**src/rtl/store_pkg.sv**
```systemverilog
// Shared encodings and helpers for the store narrowing path: access sizes, byte-enable
// patterns, the lane payload and the lossless-narrowing / lane-placement functions.
package store_pkg;

  typedef enum logic [1:0] {
    SIZE_BYTE = 2'b00,
    SIZE_HALF = 2'b01,
    SIZE_WORD = 2'b10,
    SIZE_RSVD = 2'b11
  } size_e;

  localparam logic [3:0] BE_BYTE    = 4'b0001;
  localparam logic [3:0] BE_HALF_LO = 4'b0011;
  localparam logic [3:0] BE_HALF_HI = 4'b1100;
  localparam logic [3:0] BE_WORD    = 4'b1111;

  // Data-side part of a buffered write; the address is added by the top, whose width is a parameter.
  typedef struct packed {
    logic [31:0] wdata;
    logic [3:0]  be;
  } lane_t;

  // Narrowing is lossless when re-extending the low n bits reproduces the register value.
  function automatic logic is_lossless(size_e size, logic sgn, logic [31:0] d);
    case (size)
      SIZE_BYTE: return sgn ? (&d[31:7] | ~|d[31:7]) : ~|d[31:8];
      SIZE_HALF: return sgn ? (&d[31:15] | ~|d[31:15]) : ~|d[31:16];
      default:   return 1'b1;
    endcase
  endfunction

  function automatic lane_t place_lanes(size_e size, logic [1:0] k, logic [31:0] d);
    lane_t r;
    r = '0;
    case (size)
      SIZE_BYTE: begin
        r.wdata = {4{d[7:0]}};
        r.be    = BE_BYTE << k;
      end
      SIZE_HALF: begin
        r.wdata = {2{d[15:0]}};
        r.be    = k[1] ? BE_HALF_HI : BE_HALF_LO;
      end
      SIZE_WORD: begin
        r.wdata = d;
        r.be    = BE_WORD;
      end
      default: r = '0;
    endcase
    return r;
  endfunction

endpackage

```
**src/rtl/store_fifo.sv**
```systemverilog
// Write buffer: DEPTH-entry FIFO with valid/ready on both sides; the head entry is
// presented straight from storage so a write into an empty buffer is visible next cycle.
module store_fifo #(
  parameter int  DEPTH   = 4,
  parameter type entry_t = logic,
  localparam int PW      = $clog2(DEPTH),
  localparam int CW      = PW + 1
) (
  input  logic          clk,
  input  logic          rst_n,
  input  logic          in_valid,
  output logic          in_ready,
  input  entry_t        in_data,
  output logic          out_valid,
  input  logic          out_ready,
  output entry_t        out_data,
  output logic [CW-1:0] count
);

  entry_t        mem [DEPTH];
  logic [PW-1:0] wr_ptr;
  logic [PW-1:0] rd_ptr;
  logic          push;
  logic          pop;

  assign in_ready  = (count != CW'(DEPTH));
  assign out_valid = (count != '0);
  assign push      = in_valid & in_ready;
  assign pop       = out_valid & out_ready;
  // Empty buffer shows an all-zero payload, so storage itself needs no reset.
  assign out_data  = out_valid ? mem[rd_ptr] : '0;

  // NOTE: sequential state uses non-blocking (<=) so every flop samples pre-edge values.
  always_ff @(posedge clk or negedge rst_n) begin
    if (!rst_n) begin
      wr_ptr <= '0;
      rd_ptr <= '0;
      count  <= '0;
    end else begin
      if (push) wr_ptr <= wr_ptr + PW'(1);
      if (pop)  rd_ptr <= rd_ptr + PW'(1);
      case ({push, pop})
        2'b10:   count <= count + CW'(1);
        2'b01:   count <= count - CW'(1);
        default: count <= count;
      endcase
    end
  end

  // NOTE: the storage array is deliberately not reset; validity comes from count alone.
  always_ff @(posedge clk) begin
    if (push) mem[wr_ptr] <= in_data;
  end

endmodule

```
**src/rtl/store_narrow_unit.sv**
```systemverilog
// Store path: narrows register data to byte/half/word, flags lossy narrowing and misalignment,
// places data on byte lanes and buffers writes for the data memory port.
module store_narrow_unit
  import store_pkg::*;
#(
  parameter int  DEPTH = 4,
  parameter int  AW    = 32,
  localparam int CW    = $clog2(DEPTH) + 1
) (
  input  logic          clk,
  input  logic          rst_n,
  input  logic          req_valid,
  output logic          req_ready,
  input  logic [AW-1:0] req_addr,
  input  logic [31:0]   req_data,
  input  logic [1:0]    req_size,
  input  logic          req_signed,
  output logic          mem_valid,
  input  logic          mem_ready,
  output logic [AW-1:0] mem_addr,
  output logic [31:0]   mem_wdata,
  output logic [3:0]    mem_be,
  output logic          trunc_err,
  output logic          misalign_err,
  output logic [CW-1:0] count
);

  typedef struct packed {
    logic [AW-1:0] addr;
    lane_t         lane;
  } entry_t;

  size_e  size;
  logic   accept;
  logic   aligned;
  logic   lossless;
  entry_t new_entry;
  entry_t head;

  assign size     = size_e'(req_size);
  assign accept   = req_valid & req_ready;
  assign lossless = is_lossless(size, req_signed, req_data);

  // NOTE: default assigned first so every path through the case drives aligned (no latch).
  always_comb begin
    aligned = 1'b0;
    case (size)
      SIZE_BYTE: aligned = 1'b1;
      SIZE_HALF: aligned = ~req_addr[0];
      SIZE_WORD: aligned = (req_addr[1:0] == 2'b00);
      default:   aligned = 1'b0;
    endcase
  end

  assign new_entry.addr = {req_addr[AW-1:2], 2'b00};
  assign new_entry.lane = place_lanes(size, req_addr[1:0], req_data);

  // Misaligned requests are consumed (req_ready is independent of legality) but never enqueued.
  store_fifo #(
    .DEPTH   (DEPTH),
    .entry_t (entry_t)
  ) u_fifo (
    .clk       (clk),
    .rst_n     (rst_n),
    .in_valid  (req_valid & aligned),
    .in_ready  (req_ready),
    .in_data   (new_entry),
    .out_valid (mem_valid),
    .out_ready (mem_ready),
    .out_data  (head),
    .count     (count)
  );

  assign mem_addr  = head.addr;
  assign mem_wdata = head.lane.wdata;
  assign mem_be    = head.lane.be;

  always_ff @(posedge clk or negedge rst_n) begin
    if (!rst_n) begin
      trunc_err    <= 1'b0;
      misalign_err <= 1'b0;
    end else begin
      trunc_err    <= accept & aligned & ~lossless;
      misalign_err <= accept & ~aligned;
    end
  end

endmodule

```
**config.mk**
```make
export PLATFORM = sky130hd
export DESIGN_NAME = store_narrow_unit
export DESIGN_NICKNAME = d
export VERILOG_FILES = /design/src/rtl/store_pkg.sv /design/src/rtl/store_fifo.sv /design/src/rtl/store_narrow_unit.sv
export SDC_FILE = /design/constraint.sdc
export NUM_CORES = 1
export LEC_CHECK = 0
export CAP_MARGIN = 20
export CORE_ASPECT_RATIO = 1.4
export CORE_MARGIN = 4
export CORE_UTILIZATION = 50
export DETAILED_ROUTE_END_ITERATION = 10
export PLACE_DENSITY = 0.78
export SYNTH_ARGS = -nofsm -noshare
export SYNTH_HDL_FRONTEND = slang
export SYNTH_SLANG_ARGS = --single-unit
export TNS_END_PERCENT = 100
```
**constraint.sdc**
```tcl
create_clock -name clk -period 3 [get_ports clk]
set_input_delay 0.45 -clock clk [delete_from_list [all_inputs] [get_ports clk]]
set_output_delay 0.45 -clock clk [all_outputs]
set_load 0.005 [all_outputs]
```
==> key figures <==
Logic synthesis
  – Post-Synthesis Cells: about 580
  – Synth area leaders: edfxtp_1 71%, mux4_2 13%, and2_1 4.5%
  – Post-synth top area share: between 70 and 80%
  – Synth warn: 0
  – Yosys reg bits: 273
  – Commonest register cell after synthesis: edfxtp_1
  – Commonest cells in the netlist: 264 x edfxtp_1, 79 x and2_1, 66 x mux4_2, 20 x a21oi_1, 17 x o21ai_0
  – Seq/Total Area, Yosys: 73.44%
  – XOR/XNOR Fraction of Synth Area: less than 1%
  – Post-Synth Simple-Gate Area: 6.830%
  – Synthesized area: approximately 11000 um2
  – Multiplexer share of the synthesized area: ~14%
  – Post-synth EDFFs: 264
  – Cell taking the most area after synthesis: edfxtp_1
  – Largest family of logic cells by synthesized area: multiplexers
  – Top-count cell post-synth: edfxtp_1
  – Synth Area in Compound Gates: under 10%
  – Netlist cell types: 38
  – Syn_area_per_cell: 19.27 um2
  – Synth Area in Adders: 0.7438%
  – Share of flip-flops with an asynchronous set or reset: under 10%

Floorplanning
  – Initial cell density of the core: just over 50%
  – Die W: roughly 130 um
  – Core Footprint: 21860 um2
  – IO Pins: ~150
  – Die extent in y: around 180 um
  – Die area: approximately 25000 um2
  – Number of core rows: between 60 and 70

STA
  – Pins Over Slew Limit: 0
  – Max-slew headroom: between 50% and 60%
  – Final setup margin: 99.65 ps
  – Tmin final: 2900 ps
  – Final hold slack: approximately 240 ps
  – RSZ-0062 raised after global routing: no
  – Worst-margin pin slew: about 670 ps
  – Setup TNS: 0 ps
  – Clk_skew: about 5.4 ps
  – Final worst-path cycle share: 96.68%
  – F_max: 344.8 MHz
  – Hold Fails Final Rpt: 0
  – Final setup vio count: 0

Critical path
  – RR Startpoint: u_fifo.count[0]
  – CP Data Required Time: between 2000 and 3000 ps
  – R2R depth: 9
  – Startpoint types: register
  – CP Data Arrival Time: 2450 ps
  – Crit. End Element: output pin
  – Worst Path Max Fanout: 24
  – Crit path from: u_fifo.rd_ptr[0]
  – CP Class: reg -> out

Route
  – Residual DRC: 0
  – Number of DRC markers in iteration 0: about 470
  – Vias per inst: 5.584
  – Vias: 5891
  – First-pass DRT Iterations: 7
  – Routed len/inst: about 22 um
  – Final wirelength: about 23000 um
  – Antenna viol nets, final: 0

Power
  – P_leak: roughly 4.6 nW
  – Max VDD drop: between 0.5 and 0.6 mV
  – Cell Pwr Density: around 890 nW/um2

Place
  – Place WS: roughly 270 ps
  – RePlAce Congestion: about 1
  – Dpl hpwl: around 16000 um
  – Port Buffers: about 140

Clock network
  – Max clock buf depth: 3
  – H-tree lvl count: 1
  – Worst-Skew Late Latency: roughly 500 ps
  – Total CTS buffers: 24
  – CTS Hold Buffers Added: 0
  – CTS tree: yes
  – # Post-CTS Setup Buffers: 6
  – Clock-pin slew of the registers on the worst-case setup and hold paths: ~60 ps
  – CTS Root Cell: clkbuf_16
  – Clock sinks: 273
  – PostCTS Resize Cnt: 0

Final layout
  – Finished Core Util: between 60% and 70%
  – Antenna cells: 0
  – Share of cells above drive strength 1: between 10% and 20%
  – Nets: roughly 820
  – Area delta synth->final: 24.73%
  – Fillers: 1481

Outcome
  – Outcome: finished, final reports clean

GRT
  – First-pass GRT wire length: roughly 37000 um
  – Total GRT Usage: 19.29%
  – Largest net degree at the start of global routing: 55
  – GRT Residual Overflow: 0
  – Vias in the first global route: about 6300
  – Initial antenna violation count: 0

Run
  – Maxcap violations: 0

Worst hold path
  – Hold crit path type: in -> async
where the power goes:
part           switching, W  internal [W]
sequential         0.000144       0.00467
clock               0.00128       0.00170
combinational       0.00182       0.00266
per-layer routing:
metal	wire length [um]	global-route usage, %	up-vias
li1	-	-	2607
met1	8956	24.99	3009
met2	12620	34.87	245
met3	1196	2.157	30
met4	499	5.228	0
met5	0	0	-
per-stage QoR:
stage / power [W] / std cells / cell area, um2
3_5_place_dp: 0.009372 / 1006 / 13030
4_1_cts: 0.01244 / 1055 / 13850
2_1_floorplan: 0.007209 / 577 / 11110
3_3_place_gp: 0.009287 / 1006 / 13030
5_1_grt: 0.01289 / 1055 / 13850
6_report: 0.01227 / 1055 / 13850
path summary, 6_finish.rpt:
kind	endpoint	slack, ps
worst min-delay path	u_fifo.rd_ptr[0]	240
worst min register to register	u_fifo.count[0]	520
worst max register to register	u_fifo.count[2]	630
worst max-delay path	mem_wdata[27]	100
max in group asynchronous	u_fifo.rd_ptr[0]	2450
min in group clk	u_fifo.count[0]	520
flip-flops by register name (all words and copies together), names as in the netlist:
signal	cells
misalign_err	1
trunc_err	1
u_fifo.count	3
u_fifo.mem	264
u_fifo.rd_ptr	2
u_fifo.wr_ptr	2
layout by cell type (no fill, tap or decap), drive strengths merged, types with 3 or more instances in the layout:
master / synthesis / routed
mux4: 66 / 66
buf: 21 / 29
nand2: 13 / 13
clkinvlp: 0 / 3
xor2: 3 / 3
o21ai: 17 / 17
clkdlybuf4s50: 0 / 143
ha: 5 / 5
nor2b: 10 / 10
nor2: 5 / 5
clkbuf: 13 / 28
xnor2: 3 / 3
edfxtp: 264 / 264
dfrtp: 9 / 9
a21o: 8 / 8
nor4: 4 / 4
and2: 79 / 79
nand4: 7 / 7
a21oi: 20 / 20
clkinv: 0 / 10
nor3: 4 / 4
inv: 7 / 7
cell families after synthesis:
kind of cell,count (synthesis)
other,1
muxes,69
adders and majority gates,6
buffers and inverters,41
DFF,273
AOI/OAI and AO/OA,51
and+or+nand+nor,129
xor gates and xnor gates,6
worst max-delay path, stage by stage, from the launching register on:
cell,delay (ps)
dfrtp_4,480
buf_12,240
mux4_2,550
and2_1,190
clkdlybuf4s50_1,460
cell type report:
class                      instances  area [um2]  share of cell area (%)
tap                              297       371.6                   2.684
clock inverter                    15       140.1                   1.012
inverter                           7       26.28                  0.1898
sequential                       273        8158                   58.91
multi-input combinational        263        2728                   19.70
timing repair buffer             172        1787                   12.90
clock buffer                      28       636.9                   4.599
(Power assumes the default switching activity.)
